==> src/rtl/fp_sum3_operand_sequencer_if.sv <==
// Operand stream in, adder operand/result port, and registered result stream out.
interface fp_sum3_operand_sequencer_if #(
  parameter int sig_width = 23,
  parameter int exp_width = 8
);
  localparam int W = sig_width + exp_width + 1;

  logic         in_valid;
  logic         in_ready;
  logic [W-1:0] in_data;
  logic         in_last;
  logic [2:0]   in_rnd;

  logic [W-1:0] sum_a;
  logic [W-1:0] sum_b;
  logic [W-1:0] sum_c;
  logic [2:0]   sum_rnd;
  logic         sum_DG_ctrl;
  logic [W-1:0] sum_z;
  logic [7:0]   sum_status;

  logic         out_valid;
  logic         out_ready;
  logic [W-1:0] out_z;
  logic [7:0]   out_status;

  modport slave (
    input  in_valid, in_data, in_last, in_rnd,
    output in_ready,
    output sum_a, sum_b, sum_c, sum_rnd, sum_DG_ctrl,
    input  sum_z, sum_status,
    output out_valid, out_z, out_status,
    input  out_ready
  );

  modport master (
    output in_valid, in_data, in_last, in_rnd,
    input  in_ready,
    input  sum_a, sum_b, sum_c, sum_rnd, sum_DG_ctrl,
    output sum_z, sum_status,
    input  out_valid, out_z, out_status,
    output out_ready
  );
endinterface

==> src/rtl/fp_sum3_operand_sequencer.sv <==
// Packs an FP operand stream into a/b/c triplets (short groups padded with +0) for a DG-gated 3-input adder.
// Latency: last operand accepted at t -> DG_ctrl high at t+1 -> out_valid at t+2.
// Backpressure: a full, unpopped result register holds the issue state, which drops in_ready.
module fp_sum3_operand_sequencer #(
  parameter int sig_width = 23,
  parameter int exp_width = 8
) (
  input  logic                        clk,
  input  logic                        rst,
  fp_sum3_operand_sequencer_if.slave  bus
);
  localparam int W = sig_width + exp_width + 1;

  localparam logic [1:0] S_A     = 2'd0;
  localparam logic [1:0] S_B     = 2'd1;
  localparam logic [1:0] S_C     = 2'd2;
  localparam logic [1:0] S_ISSUE = 2'd3;

  logic [1:0]   state;
  logic [1:0]   state_nxt;
  logic [W-1:0] sum_a;
  logic [W-1:0] sum_b;
  logic [W-1:0] sum_c;
  logic [2:0]   sum_rnd;
  logic         dg_ctrl;
  logic         out_valid;
  logic [W-1:0] out_z;
  logic [7:0]   out_status;
  logic         in_ready;
  logic         xfer;
  logic         capture;

  assign in_ready = !rst && (state != S_ISSUE);
  assign xfer     = bus.in_valid && in_ready;
  assign capture  = (state == S_ISSUE) && (!out_valid || bus.out_ready);

  always_comb begin
    state_nxt = state;
    case (state)
      S_A:     if (xfer) state_nxt = bus.in_last ? S_ISSUE : S_B;
      S_B:     if (xfer) state_nxt = bus.in_last ? S_ISSUE : S_C;
      S_C:     if (xfer) state_nxt = S_ISSUE;
      default: if (capture) state_nxt = S_A;
    endcase
  end

  // Operand registers only change on accepted operands so the gated adder sees no toggling.
  always_ff @(posedge clk) begin
    if (rst) begin
      state      <= S_A;
      sum_a      <= '0;
      sum_b      <= '0;
      sum_c      <= '0;
      sum_rnd    <= '0;
      dg_ctrl    <= 1'b0;
      out_valid  <= 1'b0;
      out_z      <= '0;
      out_status <= '0;
    end else begin
      state   <= state_nxt;
      dg_ctrl <= (state_nxt == S_ISSUE);
      if (xfer) begin
        case (state)
          S_A: begin
            sum_a   <= bus.in_data;
            sum_rnd <= bus.in_rnd;
            if (bus.in_last) begin
              sum_b <= '0;
              sum_c <= '0;
            end
          end
          S_B: begin
            sum_b <= bus.in_data;
            if (bus.in_last) sum_c <= '0;
          end
          S_C:     sum_c <= bus.in_data;
          default: ;
        endcase
      end
      if (capture) begin
        out_z      <= bus.sum_z;
        out_status <= bus.sum_status;
        out_valid  <= 1'b1;
      end else if (out_valid && bus.out_ready) begin
        out_valid <= 1'b0;
      end
    end
  end

  assign bus.in_ready    = in_ready;
  assign bus.sum_a       = sum_a;
  assign bus.sum_b       = sum_b;
  assign bus.sum_c       = sum_c;
  assign bus.sum_rnd     = sum_rnd;
  assign bus.sum_DG_ctrl = dg_ctrl;
  assign bus.out_valid   = out_valid;
  assign bus.out_z       = out_z;
  assign bus.out_status  = out_status;
endmodule
==> src/flat_wrapper.sv <==
// flat-port wrapper written by rule: the top's interface ports become plain ports
module fp_sum3_operand_sequencer_flat 
#(
  parameter int sig_width = 23,
  parameter int exp_width = 8
)
  (clk, rst, bus_in_valid, bus_in_data, bus_in_last, bus_in_rnd, bus_in_ready, bus_sum_a, bus_sum_b, bus_sum_c, bus_sum_rnd, bus_sum_DG_ctrl, bus_sum_z, bus_sum_status, bus_out_valid, bus_out_z, bus_out_status, bus_out_ready);
  fp_sum3_operand_sequencer_if #(.sig_width(sig_width), .exp_width(exp_width)) bus_i ();
  input  logic clk;
  input  logic rst;
  input wire logic [$bits(bus_i.in_valid)-1:0] bus_in_valid;
  input wire logic [$bits(bus_i.in_data)-1:0] bus_in_data;
  input wire logic [$bits(bus_i.in_last)-1:0] bus_in_last;
  input wire logic [$bits(bus_i.in_rnd)-1:0] bus_in_rnd;
  output wire logic [$bits(bus_i.in_ready)-1:0] bus_in_ready;
  output wire logic [$bits(bus_i.sum_a)-1:0] bus_sum_a;
  output wire logic [$bits(bus_i.sum_b)-1:0] bus_sum_b;
  output wire logic [$bits(bus_i.sum_c)-1:0] bus_sum_c;
  output wire logic [$bits(bus_i.sum_rnd)-1:0] bus_sum_rnd;
  output wire logic [$bits(bus_i.sum_DG_ctrl)-1:0] bus_sum_DG_ctrl;
  input wire logic [$bits(bus_i.sum_z)-1:0] bus_sum_z;
  input wire logic [$bits(bus_i.sum_status)-1:0] bus_sum_status;
  output wire logic [$bits(bus_i.out_valid)-1:0] bus_out_valid;
  output wire logic [$bits(bus_i.out_z)-1:0] bus_out_z;
  output wire logic [$bits(bus_i.out_status)-1:0] bus_out_status;
  input wire logic [$bits(bus_i.out_ready)-1:0] bus_out_ready;
  assign bus_i.in_valid = bus_in_valid;
  assign bus_i.in_data = bus_in_data;
  assign bus_i.in_last = bus_in_last;
  assign bus_i.in_rnd = bus_in_rnd;
  assign bus_in_ready = bus_i.in_ready;
  assign bus_sum_a = bus_i.sum_a;
  assign bus_sum_b = bus_i.sum_b;
  assign bus_sum_c = bus_i.sum_c;
  assign bus_sum_rnd = bus_i.sum_rnd;
  assign bus_sum_DG_ctrl = bus_i.sum_DG_ctrl;
  assign bus_i.sum_z = bus_sum_z;
  assign bus_i.sum_status = bus_sum_status;
  assign bus_out_valid = bus_i.out_valid;
  assign bus_out_z = bus_i.out_z;
  assign bus_out_status = bus_i.out_status;
  assign bus_i.out_ready = bus_out_ready;
  fp_sum3_operand_sequencer #(.sig_width(sig_width), .exp_width(exp_width)) u_core (.clk(clk), .rst(rst), .bus(bus_i));
endmodule
==> config.mk <==
export PLATFORM = sky130hd
export DESIGN_NAME = fp_sum3_operand_sequencer_flat
export DESIGN_NICKNAME = d
export VERILOG_FILES = /design/src/rtl/fp_sum3_operand_sequencer_if.sv /design/src/rtl/fp_sum3_operand_sequencer.sv /design/src/flat_wrapper.sv
export SDC_FILE = /design/constraint.sdc
export NUM_CORES = 1
export LEC_CHECK = 0
export CAP_MARGIN = 20
export CORE_ASPECT_RATIO = 0.7
export CORE_MARGIN = 1.5
export CORE_UTILIZATION = 44
export CTS_BUF_LIST = sky130_fd_sc_hd__clkbuf_4 sky130_fd_sc_hd__clkbuf_8
export CTS_CLUSTER_DIAMETER = 60
export DETAILED_ROUTE_END_ITERATION = 8
export PLACE_DENSITY_LB_ADDON = 0.2
export SYNTH_ARGS = -nofsm -noshare
export SYNTH_HDL_FRONTEND = slang
export SYNTH_SLANG_ARGS = --single-unit
==> constraint.sdc <==
create_clock -name clk -period 2.1 [get_ports clk]
set_input_delay 0.63 -clock clk [delete_from_list [all_inputs] [get_ports clk]]
set_output_delay 0.63 -clock clk [all_outputs]
set_load 0.01 [all_outputs]
Word level (Yosys, flattened, before mapping):

Index checks and enable logic that the tools add are counted.

* register bits: 143

* eq/ne operators: 7
* mux-type cells: 12
* reduce and logical (&&, ||, !) cells: 15

Operator list (number)
* one-hot mux 32 bit (2 select lines): 2
* two-way mux 32 bit: 1
* two-way mux 2 bit: 5
* equality test 2 bit (second input constant): 3
* one-hot mux 2 bit (3 select lines): 1
* AND reduction 3 bit: 2
* nonzero test 2 bit: 3
* logical AND 1 bit: 4
* inequality test 2 bit (second input constant): 2
* two-way mux 1 bit: 3
* equality test 2 x 1 -> 1 bit (second input constant): 1
* logical NOT 1 bit: 2
* logical NOT 2 bit: 1
* inequality test 2 x 1 -> 1 bit (second input constant): 1
* AND reduction 2 bit: 1
* OR reduction 2 bit: 1
* logical OR 1 bit: 1

Longest topological paths before layout:

* depth after elaboration: 6
* depth in mapped cells: 6

Least setup slack after synthesis:

No wires, ideal clock.

* path type: input to output
* start point: in rst
* end point: out bus_in_ready
* data arrival time: 1.219 ns
* data required time: 1.470 ns
* setup slack: 0.251 ns
* cell stages on the path: 3
* path buffers: 2
* path through: buf_2 -> clkbuf_1 -> nor2_1

* cells in the longest elaborated chain, start to end: 2

Ends and longest elaborated chain
* from (decl): line flat_wrapper.sv:10 `input logic rst;`
* logical NOT 1 bit: line fp_sum3_operand_sequencer.sv:33 `assign in_ready = !rst && (state != S_ISSUE);`
* logical AND 1 bit: line fp_sum3_operand_sequencer.sv:33
* to (decl): line flat_wrapper.sv:15 `output wire logic [$bits(bus_i.in_ready)-1:0] bus_in_ready;`

No other way between the ends.

Worst setup path after layout:

* start point: reg u_core.sum_c[9], in the netlist u_core.bus.sum_c[9]
* end point: out bus_sum_c[9]

RTL lines
* from (decl): line fp_sum3_operand_sequencer.sv:23 `logic [W-1:0] sum_c;`
* from (signal assigned): line fp_sum3_operand_sequencer.sv:76 `S_C: sum_c <= bus.in_data;`
* to (decl): line flat_wrapper.sv:18 `output wire logic [$bits(bus_i.sum_c)-1:0] bus_sum_c;`

No word-level cell between the ends.

==> metrics.md <==
| Metric | Value |
|---|---|
| Post-Place Cells | `between 900 and 1000` |
| Syn_area_per_cell | `8.41 µm²` |
| Core ar. | `approximately 12000 µm²` |
| Fmax | `just under 500 MHz` |
| Min-Delay Path Class | `flop to flop` |
| Synthesized instance count | `between 600 and 700` |
| WL/cell | `16.7 µm` |
| CTS Hold Bufs | `0` |
| Max-Slew Margin vs Limit | `0.668` |
| Most common cell in the netlist | `nand2_1` |
| Maximum VDD drop | `a little over 0.5 mV` |
| # DRC | `0` |
| Pre-CTS setup slack | `between 0.02 and 0.03 ns` |
| DRT Pass-1 Iters | `5` |
| Seq pwr share | `0.490` |
| Crit end category | `output port` |
| Total wire length | `17000 µm` |
| Logic pwr share | `0.139` |
| Power Internal | `around 4.3 mW` |
| Delay-heaviest family, CP | `buffers and inverters` |
| Sequential share of the synthesized area | `0.528` |
| Max Slew Vio Count | `0` |
| Yosys top cell by area | `dfxtp_1` |
| Tot GR Track Use | `0.256` |
| EDFF count, synth | `0` |
| Worst-path fanout max | `2` |
| Status | `finished, final reports clean` |
| Rows | `33` |
| Reg2Reg Depth | `5` |
| DIE WIDTH | `136 µm` |
| First-pass GRT wire length | `~26000 µm` |
| H-tree depth | `4` |
| Vias | `roughly 5500` |
| Num Clock Sinks | `approximately 140` |
| Top cells by area, synth | `dfxtp_1 (53%), nand2_1 (12%), a21oi_1 (7.1%)` |
| CTS Buf Count | `17` |
| Share of the synthesized area in the top cell type | `0.528` |
| Clock group share of total power | `0.370` |
| Post-DR vias/cell | `~5.4` |
| Req. time, crit path | `1.47 ns` |
| PwrDens | `about 700 nW/µm²` |
| GRT overflow | `0` |
| Port bufs | `221` |
| Post-Syn Area | `5420 µm²` |
| Setup TNS | `0 ns` |
| MaxCap Viol Count | `0` |
| HPWL after DPL | `roughly 12000 µm` |
| Worst skew pair latency | `between 0.4 and 0.5 ns` |
| DRT iter0 DRCs | `between 400 and 500` |
| Fin cells | `just over 1000` |
| Hold slack | `0.457 ns` |
| Max stage delay on crit path | `0.62 ns` |
| Skew final | `between 0.008 and 0.009 ns` |
| Fin nets | `slightly above 900` |
| Root Buffer | `clkbuf_8` |
| Post-route ant nets | `0` |
| Initial Util | `0.458` |
| Final Worst Setup Slack | `around 0.053 ns` |
| Hold path depth | `2` |
| Vias in the first global route | `5090` |
| CTS tree | `built` |
| CP Data Arrival Time | `about 1.4 ns` |
| Final setup fails | `0` |
| Die height | `between 90 and 100 µm` |
| Static Leak | `roughly 3 nW` |
| Share of cells above drive strength 1 | `0.0789` |
| Kind of critical path | `flop to output port` |
| Number of library cell types mapped by synthesis | `27` |
| Worst setup SP type | `flop` |
| Critical path's slowest cell | `clkdlybuf4s50_1` |
| WP buf/inv | `1` |
| Register bit total from synthesis | `around 140` |
| Crit. path cell count | `1` |
| RSZ-0062 raised after global routing | `false` |
| Reg clk slew, reported paths | `0.08 ns` |
| Final Cycle Share | `0.975` |
| Fin. Hold Viols | `0` |
| Top FF cell, synth | `dfxtp_1` |
| Warnings, synthesis | `0` |
| CTS Buffer Depth | `2` |
| Placer Congestion | `about 0.8` |
| N_diodes | `0` |
| Largest net degree at the start of global routing | `43` |
| FILL cells | `slightly above 900` |
| Synthesis-to-layout area growth | `50.8%` |
| Min Clock Period, post-route | `2.05 ns` |
| Async SR Flop Fraction | `0` |
| Initial antenna violation count | `1` |
| # IOs | `222` |
| Commonest cells post-synth | `nand2_1 (169), dfxtp_1 (143), a21oi_1 (77)` |
| Switching share of total power | `0.262` |
| Worst Tran Pin Value | `0.498 ns` |
| NetSw | `around 1.5 mW` |
| Syn_nets | `approximately 730` |
| Die ar. | `about 13000 µm²` |
| Critical-path cell list | `clkdlybuf4s50_1` |
-- final timing paths --
check | slack [ns] | endpoint | from
max | 0.05 | bus_sum_c[9] | u_core.bus.sum_c[9]
min | 0.46 | u_core.bus.sum_b[20] | u_core.bus.sum_b[20]
max reg2reg | 0.36 | u_core.bus.sum_a[30] | u_core.state[0]
min reg2reg | 0.46 | u_core.bus.sum_b[20] | u_core.bus.sum_b[20]
-- cell families (layout without fill, tap and decap cells) --
group | Yosys count | in the layout | synth area share
flops | 143 | 143 | 0.528
compound gates | 154 | 154 | 0.146
buf+inv | 63 | 280 | 0.0584
mux | 32 | 32 | 0.0591
simple gates | 253 | 253 | 0.209
-- metrics by stage --
step	util	total power, mW	instance area (µm²)
floorplan	-	3.26	5420
global placement	0.657	3.70	7790
detailed placement	0.657	3.72	7790
CTS	0.690	5.85	8180
global route	0.690	6.05	8180
finish	0.690	5.82	8180
-- flip-flops by register name, indices dropped and copies added (netlist names) --
| name | cells |
|---|---|
| u_core.bus.sum_rnd | 3 |
| u_core.state | 2 |
| u_core.bus.sum_a | 32 |
| u_core.bus.sum_c | 32 |
| u_core.bus.out_z | 32 |
| u_core.bus.out_status | 8 |
| u_core.bus.sum_b | 32 |
| u_core.bus.out_valid | 1 |
| u_core.bus.sum_DG_ctrl | 1 |
-- final cells by class --
cell class | instances | area [µm²] | area share
inverter | 1 | 3.75 | 0.000459
tap | 157 | 196 | 0.0240
multi-input combinational | 439 | 2260 | 0.277
sequential | 143 | 2860 | 0.350
timing repair buffer | 247 | 2460 | 0.301
clock buffer | 18 | 248 | 0.0303
clock inverter | 14 | 143 | 0.0174
-- metal layers --
| layer | GRT usage | routed length (µm) | part of all wire | vias up |
|---|---|---|---|---|
| met2 | 0.400 | 7610 | 0.45 | 268 |
| li1 | - | - | - | 2608 |
| met1 | 0.334 | 7380 | 0.43 | 2569 |
| met3 | 0.0843 | 1600 | 0.094 | 27 |
| met5 | 0 | 0 | 0 | - |
| met4 | 0.0860 | 389 | 0.023 | 0 |
-- layout by cell type, fill, tap and decap left out, drive strengths merged --
master,synthesis,layout
clkbuf,35,18
dlygate4sd2,0,1
dfxtp,143,143
a21oi,77,77
bufinv,0,2
o21ai,73,73
nor4b,1,1
nor2b,3,3
buf,27,28
and2,1,1
nand3,40,40
nand2,169,169
a2111oi,1,1
o211a,1,1
clkdlybuf4s50,0,218
clkinvlp,0,3
inv,1,2
nor3b,1,1
nor2,3,3
nand4,32,32
or4b,1,1
o211ai,1,1
nand2b,1,1
nor4bb,1,1
mux2i,32,32
a31o,1,1
clkinv,0,8
-- timing repair --
item | 4_1_cts | 5_1_grt
buffers inserted | 0 | 0
endpoints found under the setup margin | 1 | 0
gates resized for setup | 1 | 0
-- power by group through the flow --
stage,registers (mW),logic [mW],clock network [mW]
after floorplan,2.95,0.305,0
after global placement,2.91,0.789,0
after detailed placement,2.92,0.805,0
after CTS,2.85,0.809,2.19
after global routing,2.86,0.868,2.32
final,2.85,0.810,2.15
Power figures use the tool's default switching activity.
